File: config.mk
export PLATFORM = sky130hd
export DESIGN_NAME = csr_unit
export DESIGN_NICKNAME = d
export VERILOG_FILES = /design/src/rtl/csr_unit_pkg.sv /design/src/rtl/csr_unit_counter64.sv /design/src/rtl/csr_unit.sv
export SDC_FILE = /design/constraint.sdc
export NUM_CORES = 2
export LEC_CHECK = 0
export ABC_AREA = 1
export CELL_PAD_IN_SITES_DETAIL_PLACEMENT = 1
export CELL_PAD_IN_SITES_GLOBAL_PLACEMENT = 1
export CORE_MARGIN = 2
export CORE_UTILIZATION = 40
export CTS_CLUSTER_SIZE = 14
export DETAILED_ROUTE_END_ITERATION = 12
export GPL_ROUTABILITY_DRIVEN = 0
export PLACE_DENSITY = 0.78
export SLEW_MARGIN = 20
export SYNTH_ARGS = -nofsm -noshare
export SYNTH_HDL_FRONTEND = slang
export SYNTH_SLANG_ARGS = --single-unit
File: constraint.sdc
create_clock -name clk_i -period 21.2 [get_ports clk_i]
set_input_delay 3.18 -clock clk_i [delete_from_list [all_inputs] [get_ports clk_i]]
set_output_delay 3.18 -clock clk_i [all_outputs]
set_load 0.02 [all_outputs]
File: src/rtl/csr_unit_pkg.sv
// csr_unit_pkg: shared CSR operation type, address map and mstatus field positions
package csr_unit_pkg;
   typedef enum logic [1:0] {
      CSR_NONE = 2'd0,
      CSR_RW   = 2'd1,
      CSR_SET  = 2'd2,
      CSR_CLR  = 2'd3
   } csr_op_t;
   localparam logic [11:0] CSR_MVENDORID     = 12'hF11;
   localparam logic [11:0] CSR_MARCHID       = 12'hF12;
   localparam logic [11:0] CSR_MIMPID        = 12'hF13;
   localparam logic [11:0] CSR_MHARTID       = 12'hF14;
   localparam logic [11:0] CSR_MSTATUS       = 12'h300;
   localparam logic [11:0] CSR_MISA          = 12'h301;
   localparam logic [11:0] CSR_MIE           = 12'h304;
   localparam logic [11:0] CSR_MTVEC         = 12'h305;
   localparam logic [11:0] CSR_MCOUNTEREN    = 12'h306;
   localparam logic [11:0] CSR_MCOUNTINHIBIT = 12'h320;
   localparam logic [11:0] CSR_MSCRATCH      = 12'h340;
   localparam logic [11:0] CSR_MEPC          = 12'h341;
   localparam logic [11:0] CSR_MCAUSE        = 12'h342;
   localparam logic [11:0] CSR_MTVAL         = 12'h343;
   localparam logic [11:0] CSR_MIP           = 12'h344;
   localparam int MSTATUS_MIE  = 3;
   localparam int MSTATUS_MPIE = 7;
   localparam int MSTATUS_MPP  = 11;
endpackage

File: src/rtl/csr_unit_counter64.sv
// csr_unit_counter64: 64-bit event counter with half-word writes that override the increment
module csr_unit_counter64 (
   input  logic        clk_i,
   input  logic        rst_i,
   input  logic        inc_i,
   input  logic        inhibit_i,
   input  logic        wr_lo_i,
   input  logic        wr_hi_i,
   input  logic [31:0] wdata_i,
   output logic [63:0] cnt_o
);
   // a half-word write replaces only its half and swallows this cycle's increment
   always_ff @(posedge clk_i or posedge rst_i)
      if (rst_i) cnt_o <= '0;
      else if (wr_lo_i) cnt_o[31:0] <= wdata_i;
      else if (wr_hi_i) cnt_o[63:32] <= wdata_i;
      else if (inc_i && !inhibit_i) cnt_o <= cnt_o + 64'd1;
endmodule

File: src/rtl/csr_unit.sv
// csr_unit: machine-mode CSR file with 64-bit counters and trap/mret sequencing
module csr_unit
   import csr_unit_pkg::*;
#(
   parameter int unsigned NUM_HPM     = 4,
   parameter logic [31:0] HARTID      = 32'h0000_0000,
   parameter logic [31:0] MTVEC_RESET = 32'h0000_0000,
   parameter logic [31:0] MISA_VAL    = 32'h4000_0100
) (
   input  logic               clk_i,
   input  logic               rst_i,
   input  logic [11:0]        csr_addr_i,
   input  logic [1:0]         csr_op_i,
   input  logic [31:0]        csr_wdata_i,
   output logic [31:0]        csr_rdata_o,
   output logic               illegal_o,
   input  logic               trap_i,
   input  logic [31:0]        trap_cause_i,
   input  logic [31:0]        trap_pc_i,
   input  logic [31:0]        trap_tval_i,
   input  logic               mret_i,
   input  logic               instret_i,
   input  logic [NUM_HPM-1:0] hpm_event_i,
   output logic [31:0]        mtvec_o,
   output logic [31:0]        mepc_o,
   output logic               mie_o
);
   localparam int HPM_N = (NUM_HPM > 0) ? NUM_HPM : 1;
   localparam logic [31:0] INHIBIT_MASK = 32'h5 | (((32'h1 << NUM_HPM) - 32'h1) << 3);
   csr_op_t     op;
   logic        mie_q, mpie_q;
   logic [31:0] mie_csr_q, mcounteren_q, minhibit_q, mscratch_q, mcause_q, mtval_q;
   logic [31:2] mtvec_q, mepc_q;
   logic [63:0] cyc_q, ins_q, cnt_sel;
   logic [63:0] hpm_q [HPM_N];
   logic [31:0] old_val, new_val;
   logic        mapped, illegal, we, cnt_we, is_cnt;
   logic [4:0]  cnt_n;
   assign op      = csr_op_t'(csr_op_i);
   assign is_cnt  = csr_addr_i[11:8] == 4'hB && csr_addr_i[6:5] == 2'b00;
   assign cnt_n   = csr_addr_i[4:0];
   assign illegal = op != CSR_NONE && (!mapped || csr_addr_i[11:10] == 2'b11);
   assign we      = op != CSR_NONE && !illegal;
   assign cnt_we  = we && is_cnt;
   assign new_val = op == CSR_RW ? csr_wdata_i : op == CSR_SET ? old_val | csr_wdata_i : old_val & ~csr_wdata_i;
   assign mtvec_o = {mtvec_q, 2'b00};
   assign mepc_o  = {mepc_q, 2'b00};
   assign mie_o   = mie_q;
   // address decode: current value of the addressed CSR and whether it exists
   always_comb begin
      old_val = '0;
      mapped  = 1'b1;
      cnt_sel = cnt_n == 5'd0 ? cyc_q : cnt_n == 5'd2 ? ins_q : '0;
      for (int j = 0; j < NUM_HPM; j++)
         if (int'(cnt_n) == j + 3) cnt_sel = hpm_q[j];
      case (csr_addr_i)
         CSR_MVENDORID, CSR_MARCHID, CSR_MIMPID, CSR_MIP: old_val = '0;
         CSR_MHARTID:       old_val = HARTID;
         CSR_MSTATUS: begin
            old_val[MSTATUS_MIE]       = mie_q;
            old_val[MSTATUS_MPIE]      = mpie_q;
            old_val[MSTATUS_MPP +: 2]  = 2'b11;
         end
         CSR_MISA:          old_val = MISA_VAL;
         CSR_MIE:           old_val = mie_csr_q;
         CSR_MTVEC:         old_val = mtvec_o;
         CSR_MCOUNTEREN:    old_val = mcounteren_q;
         CSR_MCOUNTINHIBIT: old_val = minhibit_q;
         CSR_MSCRATCH:      old_val = mscratch_q;
         CSR_MEPC:          old_val = mepc_o;
         CSR_MCAUSE:        old_val = mcause_q;
         CSR_MTVAL:         old_val = mtval_q;
         default:
            if (is_cnt && cnt_n != 5'd1) old_val = csr_addr_i[7] ? cnt_sel[63:32] : cnt_sel[31:0];
            else mapped = 1'b0;
      endcase
   end
   // register read result, commit CSR writes, then let trap/mret override the trap-state CSRs
   always_ff @(posedge clk_i or posedge rst_i)
      if (rst_i) begin
         csr_rdata_o  <= '0;
         illegal_o    <= 1'b0;
         mie_q        <= 1'b0;
         mpie_q       <= 1'b0;
         mie_csr_q    <= '0;
         mtvec_q      <= MTVEC_RESET[31:2];
         mcounteren_q <= '0;
         minhibit_q   <= '0;
         mscratch_q   <= '0;
         mepc_q       <= '0;
         mcause_q     <= '0;
         mtval_q      <= '0;
      end else begin
         csr_rdata_o <= illegal ? '0 : old_val;
         illegal_o   <= illegal;
         if (we)
            case (csr_addr_i)
               CSR_MIE:           mie_csr_q    <= new_val;
               CSR_MTVEC:         mtvec_q      <= new_val[31:2];
               CSR_MCOUNTEREN:    mcounteren_q <= new_val;
               CSR_MCOUNTINHIBIT: minhibit_q   <= new_val & INHIBIT_MASK;
               CSR_MSCRATCH:      mscratch_q   <= new_val;
               default: ;
            endcase
         if (we && !trap_i && !mret_i)
            case (csr_addr_i)
               CSR_MSTATUS: begin
                  mie_q  <= new_val[MSTATUS_MIE];
                  mpie_q <= new_val[MSTATUS_MPIE];
               end
               CSR_MEPC:   mepc_q   <= new_val[31:2];
               CSR_MCAUSE: mcause_q <= new_val;
               CSR_MTVAL:  mtval_q  <= new_val;
               default: ;
            endcase
         if (trap_i) begin
            mepc_q   <= trap_pc_i[31:2];
            mcause_q <= trap_cause_i;
            mtval_q  <= trap_tval_i;
            mpie_q   <= mie_q;
            mie_q    <= 1'b0;
         end else if (mret_i) begin
            mie_q  <= mpie_q;
            mpie_q <= 1'b1;
         end
      end
   csr_unit_counter64 u_mcycle (
      .clk_i    (clk_i),
      .rst_i    (rst_i),
      .inc_i    (1'b1),
      .inhibit_i(minhibit_q[0]),
      .wr_lo_i  (cnt_we && cnt_n == 5'd0 && !csr_addr_i[7]),
      .wr_hi_i  (cnt_we && cnt_n == 5'd0 && csr_addr_i[7]),
      .wdata_i  (new_val),
      .cnt_o    (cyc_q)
   );
   csr_unit_counter64 u_minstret (
      .clk_i    (clk_i),
      .rst_i    (rst_i),
      .inc_i    (instret_i),
      .inhibit_i(minhibit_q[2]),
      .wr_lo_i  (cnt_we && cnt_n == 5'd2 && !csr_addr_i[7]),
      .wr_hi_i  (cnt_we && cnt_n == 5'd2 && csr_addr_i[7]),
      .wdata_i  (new_val),
      .cnt_o    (ins_q)
   );
   for (genvar g = 0; g < NUM_HPM; g++) begin : g_hpm
      csr_unit_counter64 u_hpm (
         .clk_i    (clk_i),
         .rst_i    (rst_i),
         .inc_i    (hpm_event_i[g]),
         .inhibit_i(minhibit_q[g+3]),
         .wr_lo_i  (cnt_we && cnt_n == 5'(g + 3) && !csr_addr_i[7]),
         .wr_hi_i  (cnt_we && cnt_n == 5'(g + 3) && csr_addr_i[7]),
         .wdata_i  (new_val),
         .cnt_o    (hpm_q[g])
      );
   end
   if (NUM_HPM == 0) begin : g_no_hpm
      assign hpm_q[0] = '0;
   end
endmodule

# Word level (Yosys, flattened, before mapping)
# Cells that the tools add are included.
[op_classes]
n_addsub = 6
multipliers = 0
div = 0
magnitude_cmp = 0
n_eq_ne = 37
n_shift = 0
mux = 61
bitwise = 9
n_reduce_logical = 86
[op_table]
columns = ["operator", "n"]
rows = [
  ["$mux W32", 29],
  ["$mux W64", 12],
  ["$add A64 B1 Y64 const B", 6],
  ["$pmux W19 S9", 1],
  ["$eq A12 B10 Y1 const B", 11],
  ["$mux W30", 3],
  ["$pmux W3 S9", 3],
  ["$eq A12 B12 Y1 const B", 4],
  ["$reduce_and A2 Y1", 21],
  ["$and A32 B32 Y32", 1],
  ["$not A32 Y32", 1],
  ["$or A32 B32 Y32", 1],
  ["$logic_and A1 B1 Y1", 30],
  ["$reduce_bool A2 Y1", 15],
  ["$reduce_or A7 Y1", 3],
  ["$eq A5 B3 Y1 const B", 4],
  ["$pmux W2 S9", 1],
  ["$ne A2 B1 Y1 const B", 8],
  ["$eq A5 B4 Y1 const B", 3],
  ["$reduce_or A15 Y1", 1],
  ["$eq A5 B2 Y1 const B", 2],
  ["$logic_not A1 Y1", 10],
  ["$mux W1", 10],
  ["$pmux W1 S10", 1],
  ["11 further kinds", 18],
]
[totals]
ff_bits = 645
latchBits = 0
ramBits = 0
rom_bits = 0
out_inout_bits = 98
mem_count = 0

# Longest topological paths before layout
[depth]
word_depth = 17
depth_mapped = 19
mapped_depth_nobuf = 16

# Modules after synthesis
# A second synthesis with hierarchy kept.
[unflattened]
hier_cells = 7501
hier_area_um2 = 46693.5
[modules_own_cells]
columns = ["mod", "instances", "cells_per_inst", "area_each_um2"]
rows = [
  ["csr_unit_counter64 at g_hpm[0].u_hpm ...", 5, 806, 4951.0],
  ["csr_unit", 1, 2664, 16915.0],
  ["csr_unit_counter64 at u_minstret", 1, 807, 5023.6],
]

# Worst setup path before layout
# Ideal clock, no wire load.
[synth_timing]
path_kind = "input -> register"
from = "input port csr_addr_i[4]"
to = "register mcause_q[21]"
setup_time_ns = 0.125
arrival_time_ns = 5.043
required_time_ns = 21.075
path_slack_ns = 16.032
stages = 13
n_path_buf = 3
cell_sequence = "buf_2 nor2_1 nand3_1 nor2_1 nand2_1 nor2_2 buf_2 inv_1 nor3_2 nor2_1 buf_2 nand2_1 nand3_1"
[synth_via]
elab_chain_cells = 16
word_cells_on_any_way = 53
classes_between = "21 x eq/ne; 16 x mux; 2 x bitwise; 14 x reduce/logical"
[synth_rtl]
columns = ["element", "line_no", "source"]
rows = [
  ["from (decl)", "csr_unit.sv:12", "input logic [11:0] csr_addr_i,"],
  ["$eq A5 B2 Y1", "csr_unit.sv:53", "cnt_sel = cnt_n == 5'd0 ? cyc_q : cnt_n == 5'd2 ? ins_q : '0;"],
  ["$mux W64 (2 in a row)", "csr_unit.sv:53", ""],
  ["$mux W64 (4 in a row)", "csr_unit.sv:55", "if (int'(cnt_n) == j + 3) cnt_sel = hpm_q[j];"],
  ["$mux W32 (2 in a row)", "csr_unit.sv:74", "if (is_cnt && cnt_n != 5'd1) old_val = csr_addr_i[7] ? cnt_sel[63:32] : cnt_sel[31:0];"],
  ["$pmux W19 S9", "csr_unit.sv:56", "case (csr_addr_i)"],
  ["$and A32 B32 Y32 / $or A32 B32 Y32 (equally long branches)", "csr_unit.sv:45", "assign new_val = op == CSR_RW ? csr_wdata_i : op == CSR_SET ? old_val | csr_wdata_i : old_val & ~csr_wdata_i;"],
  ["$mux W32 (2 in a row)", "csr_unit.sv:45", ""],
  ["$mux W32", "csr_unit.sv:106", "case (csr_addr_i)"],
  ["$mux W32", "csr_unit.sv:105", "if (we && !trap_i && !mret_i)"],
  ["$mux W32", "csr_unit.sv:116", "if (trap_i) begin"],
  ["to (signal assigned)", "csr_unit.sv:112", "CSR_MCAUSE: mcause_q <= new_val;"],
  ["to (signal assigned)", "csr_unit.sv:118", "mcause_q <= trap_cause_i;"],
  ["to (decl)", "csr_unit.sv:32", "logic [31:0] mie_csr_q, mcounteren_q, minhibit_q, mscratch_q, mcause_q, mtval_q;"],
]
# Several ways; a longest one is shown, not always the timed one. The select of a mux whose other input is x is not followed.
# A chain may end at the register's enable or synchronous reset.

# Worst setup path in the final report
[layout_timing]
from = "input port csr_addr_i[4]"
to = "register mscratch_q[13]"
[layout_via]
elab_chain_cells = 13
word_cells_on_any_way = 46
classes_between = "21 x eq/ne; 13 x mux; 2 x bitwise; 10 x reduce/logical"
[layout_rtl]
columns = ["element", "line_no", "source"]
rows = [
  ["$eq A5 B2 Y1", "csr_unit.sv:53", ""],
  ["$mux W64 (2 in a row)", "csr_unit.sv:53", ""],
  ["$mux W64 (4 in a row)", "csr_unit.sv:55", ""],
  ["$mux W32 (2 in a row)", "csr_unit.sv:74", ""],
  ["$pmux W19 S9", "csr_unit.sv:56", ""],
  ["$and A32 B32 Y32 / $or A32 B32 Y32 (equally long branches)", "csr_unit.sv:45", ""],
  ["$mux W32 (2 in a row)", "csr_unit.sv:45", ""],
  ["to (signal assigned)", "csr_unit.sv:102", "CSR_MSCRATCH: mscratch_q <= new_val;"],
  ["to (decl)", "csr_unit.sv:32", ""],
]
# Several ways; a longest one is shown, not always the timed one.

==> results by group <==
Routing
  • Starting DRT DRC Count: ~6.8k
  • Post-route antenna net violation count: 0
  • DRC: 0
  • Via-per-instance ratio: ~6.1
  • DR vias: 52.02k
  • Wire per inst: about 28 um
  • Drt first pass iters: 6
  • Detailed Route WL: 239,800 um

Clock network
  • Clock sinks: approximately 650
  • Worst-path clk slew: 0.06 ns
  • CTS resizes: 0
  • CTS buffer count: 79
  • Post-CTS Hold Fix Bufs: 0
  • Worst skew pair latency: 0.69 ns
  • Post-CTS setup buffer count: 0
  • Clk root buf: clkbuf_16
  • CTS max path bufs: 3
  • CTS tree: done
  • H-tree depth: 3

Setup path
  • WS Path Type: in2reg
  • CP Max Fanout: 63
  • Critical Path End Type: flop
  • Req. time, crit path: 21.79 ns
  • Arr. time, crit path: 8.63 ns
  • Type of origin of the critical path: input port

Floorplanning
  • DIE AREA: 113,800 um2
  • Core Footprint: 110,400 um2
  • Vert. Die Dim: 337.3 um
  • Core Rows: about 120
  • DIE WIDTH: around 340 um
  • Num ports: 249
  • Starting Density: 0.4026

Layout
  • Fill cell count: between 10k and 15k
  • Share of cells above drive strength 1: 0.04615
  • NumNets Final: ~7.1k
  • Area Growth Syn to Fin: 14.34%

Run status
  • Status: finished clean

Timing
  • Setup Skew: 0.02337 ns
  • Tightest Pin Transition: around 1.3 ns
  • TNS Setup: 0 ns
  • Fmax: ~120 MHz
  • Slew Limit Fails: 0
  • RSZ-0062 raised after global routing: false
  • Endpoints failing setup: 0
  • Period Utilization, post-route: 0.3792
  • Min cycle time layout: 8.040 ns
  • Final Hold Vio Count: 0
  • Slew headroom: 0.1473

Synthesis
  • Post-Syn Instances: approximately 6.8k
  • Synth Register Bits: about 650
  • Ys flop type: dfrtp_1
  • Yosys cell types: between 40 and 50
  • Synth top area cells: dfrtp_1 (36%), nand2_1 (21%), nand3_1 (14%)
  • FFs w/ async S/R, synth: 1.000
  • Top cell type's share of synthesized area: 0.3632
  • Syn avg cell area: 6.489 um2
  • Yosys warnings: 0
  • EDFF count, synth: 0
  • Cell area after synthesis: ~44,000 um2
  • Sequential element share of the synthesized area: 0.3632
  • Area leader, netlist: dfrtp_1

Global routing
  • All-Layer GR Usage: 0.4160
  • Vias in the first global route: roughly 50k
  • Grt total ovfl: 0
  • First-pass GRT wire length: roughly 350,000 um
  • Initial antenna violation count: 16
  • Largest net degree at the start of global routing: roughly 160

Power and ir drop
  • Peak VDD IR: between 0.04 and 0.05 mV
  • Final Total Pwr: 2980 uW
  • Leak: about 0.023 uW
  • Power Density: a little under 60 nW/um2

Placed design
  • Port bufs: ~240
  • HPWL after DPL: ~170,000 um

Flow run
  • MaxCap Viol Count: 0

Worst hold path
  • Min-delay worst type: reg2reg
==> layout by cell type, fill, tap and decap left out, types with 3 or more instances in the layout <==
cell,Yosys,layout
diode_2,0,8
inv_1,438,436
xnor2_1,103,103
buf_4,31,90
nor4_1,75,73
or2_2,15,15
nor2_2,12,12
nand2_1,2439,2433
ha_1,6,6
inv_6,0,4
nor3_4,0,4
and2_1,6,6
a21oi_1,62,62
xor2_1,223,223
clkbuf_1,196,14
clkinv_1,3,4
nand2_2,16,20
clkbuf_16,0,80
inv_2,19,18
nor3_1,145,144
dfrtp_1,645,645
o21ai_0,142,140
nor2_4,4,16
nor2_1,656,644
nand3b_1,12,12
and3_1,3,3
clkinv_2,0,17
nand4_1,221,221
nand3_1,1223,1223
conb_1,1,4
clkbuf_8,0,14
nor3b_1,4,4
bufinv_16,0,9
clkdlybuf4s50_1,0,240
o21ai_4,0,3
==> critical path, cell delays in order <==
cell and delay, ns:
clkdlybuf4s50_1 0.66, inv_1 0.29, buf_4 0.35, nand3_1 0.60, inv_2 0.18, buf_4 0.58, a21oi_1 0.21, nand4_1 0.26
nand3_1 0.54, nand2_1 0.38, nand2_1 0.08, nand2_1 0.06, buf_4 0.50, inv_1 0.38, o21ai_0 0.27
==> flip-flops by register name, summed over array words and instances, names as in the netlist, 30 cells and up <==
| name | count |
|---|---|
| mtval_q | 32 |
| mie_csr_q | 32 |
| u_minstret.cnt_o | 64 |
| g_hpm.u_hpm.cnt_o | 256 |
| csr_rdata_o | 32 |
| mcounteren_q | 32 |
| mcause_q | 32 |
| mtvec_q | 30 |
| mscratch_q | 32 |
| u_mcycle.cnt_o | 64 |
| mepc_q | 30 |
==> synth_stat cells, types with 11 or more instances <==
library cell and n:
buf_2 111, nor2_1 656, nand2_1 2439, clkbuf_1 196, nor2_2 12, nand3_1 1223, nor4_1 75, nand4_1 221
nor3_1 145, or2_2 15, dfrtp_1 645, nand3b_1 12, inv_2 19, xnor2_1 103, buf_4 31, inv_1 438
a21oi_1 62, nand2_2 16, o21ai_0 142, xor2_1 223, buf_1 11
==> per-layer routing <==
layer	up-vias	track usage	part of all wire
met5	-	0	0.00074
met3	895	0.1241	0.12
li1	22355	-	-
met1	25389	0.5290	0.38
met2	3360	0.5981	0.41
met4	24	0.3013	0.085
==> metrics by stage <==
| stage | cell area, um2 | hold WS (ns) | util | cells | setup WS, ns |
|---|---|---|---|---|---|
| after detailed placement | 48060 | 0.4664 | 0.4355 | 8323 | 12.85 |
| after CTS | 50760 | 0.4818 | 0.4600 | 8465 | 13.56 |
| after global routing | 50790 | 0.4982 | 0.4602 | 8465 | 13.35 |
| after floorplan | 44450 | 0.4493 | - | 6851 | 9.207 |
| after global placement | 48030 | 0.4638 | 0.4352 | 8322 | 12.88 |
| final | 50810 | 0.4759 | 0.4604 | 8473 | 13.16 |
==> power breakdown <==
part / internal (uW) / leakage (uW) / total (uW) / switching, uW
Clock: 856 / 0.00134 / 1480 / 621
Sequential: 1250 / 0.00867 / 1260 / 14.4
Combinational: 60.2 / 0.0127 / 240 / 180
Total: 2160 / 0.0227 / 2980 / 816
==> cell families (layout without fill, tap and decap cells) <==
family          Yosys count  after routing  share of synthesized area
other cells               1             12                 0.00008439
flops                   645            645                     0.3632
fa+ha+maj                 6              6                   0.001689
simple gates           4841           4841                     0.4709
xor+xnor                326            326                    0.06425
buf+inv                 809            935                    0.07408
compound gates          220            220                    0.02582
==> layout make-up <==
cell class	count	area (um2)	area share
clock inverter	34	457.9	0.009013
timing repair buffer	333	3131	0.06161
clock buffer	108	2247	0.04423
multi-input combinational	5397	25220	0.4964
antenna	8	20.02	0.0003940
sequential	645	16140	0.3177
inverter	460	1732	0.03408
tap	1488	1862	0.03664
==> final timing paths <==
path	startpoint	end	slack [ns]	cells after the start
min reg2reg	mscratch_q[6]	mscratch_q[6]	0.48	2
max reg2reg	u_minstret.cnt_o[16]	mcounteren_q[16]	17.28	11
max in group asynchronous	rst_i	mscratch_q[22]	14.61	6
min in group asynchronous	rst_i	g_hpm[3].u_hpm.cnt_o[2]	3.09	3
max	csr_addr_i[4]	mscratch_q[13]	13.16	15
min	mscratch_q[6]	mscratch_q[6]	0.48	2
Note: power is estimated with default switching activity, not from simulation.
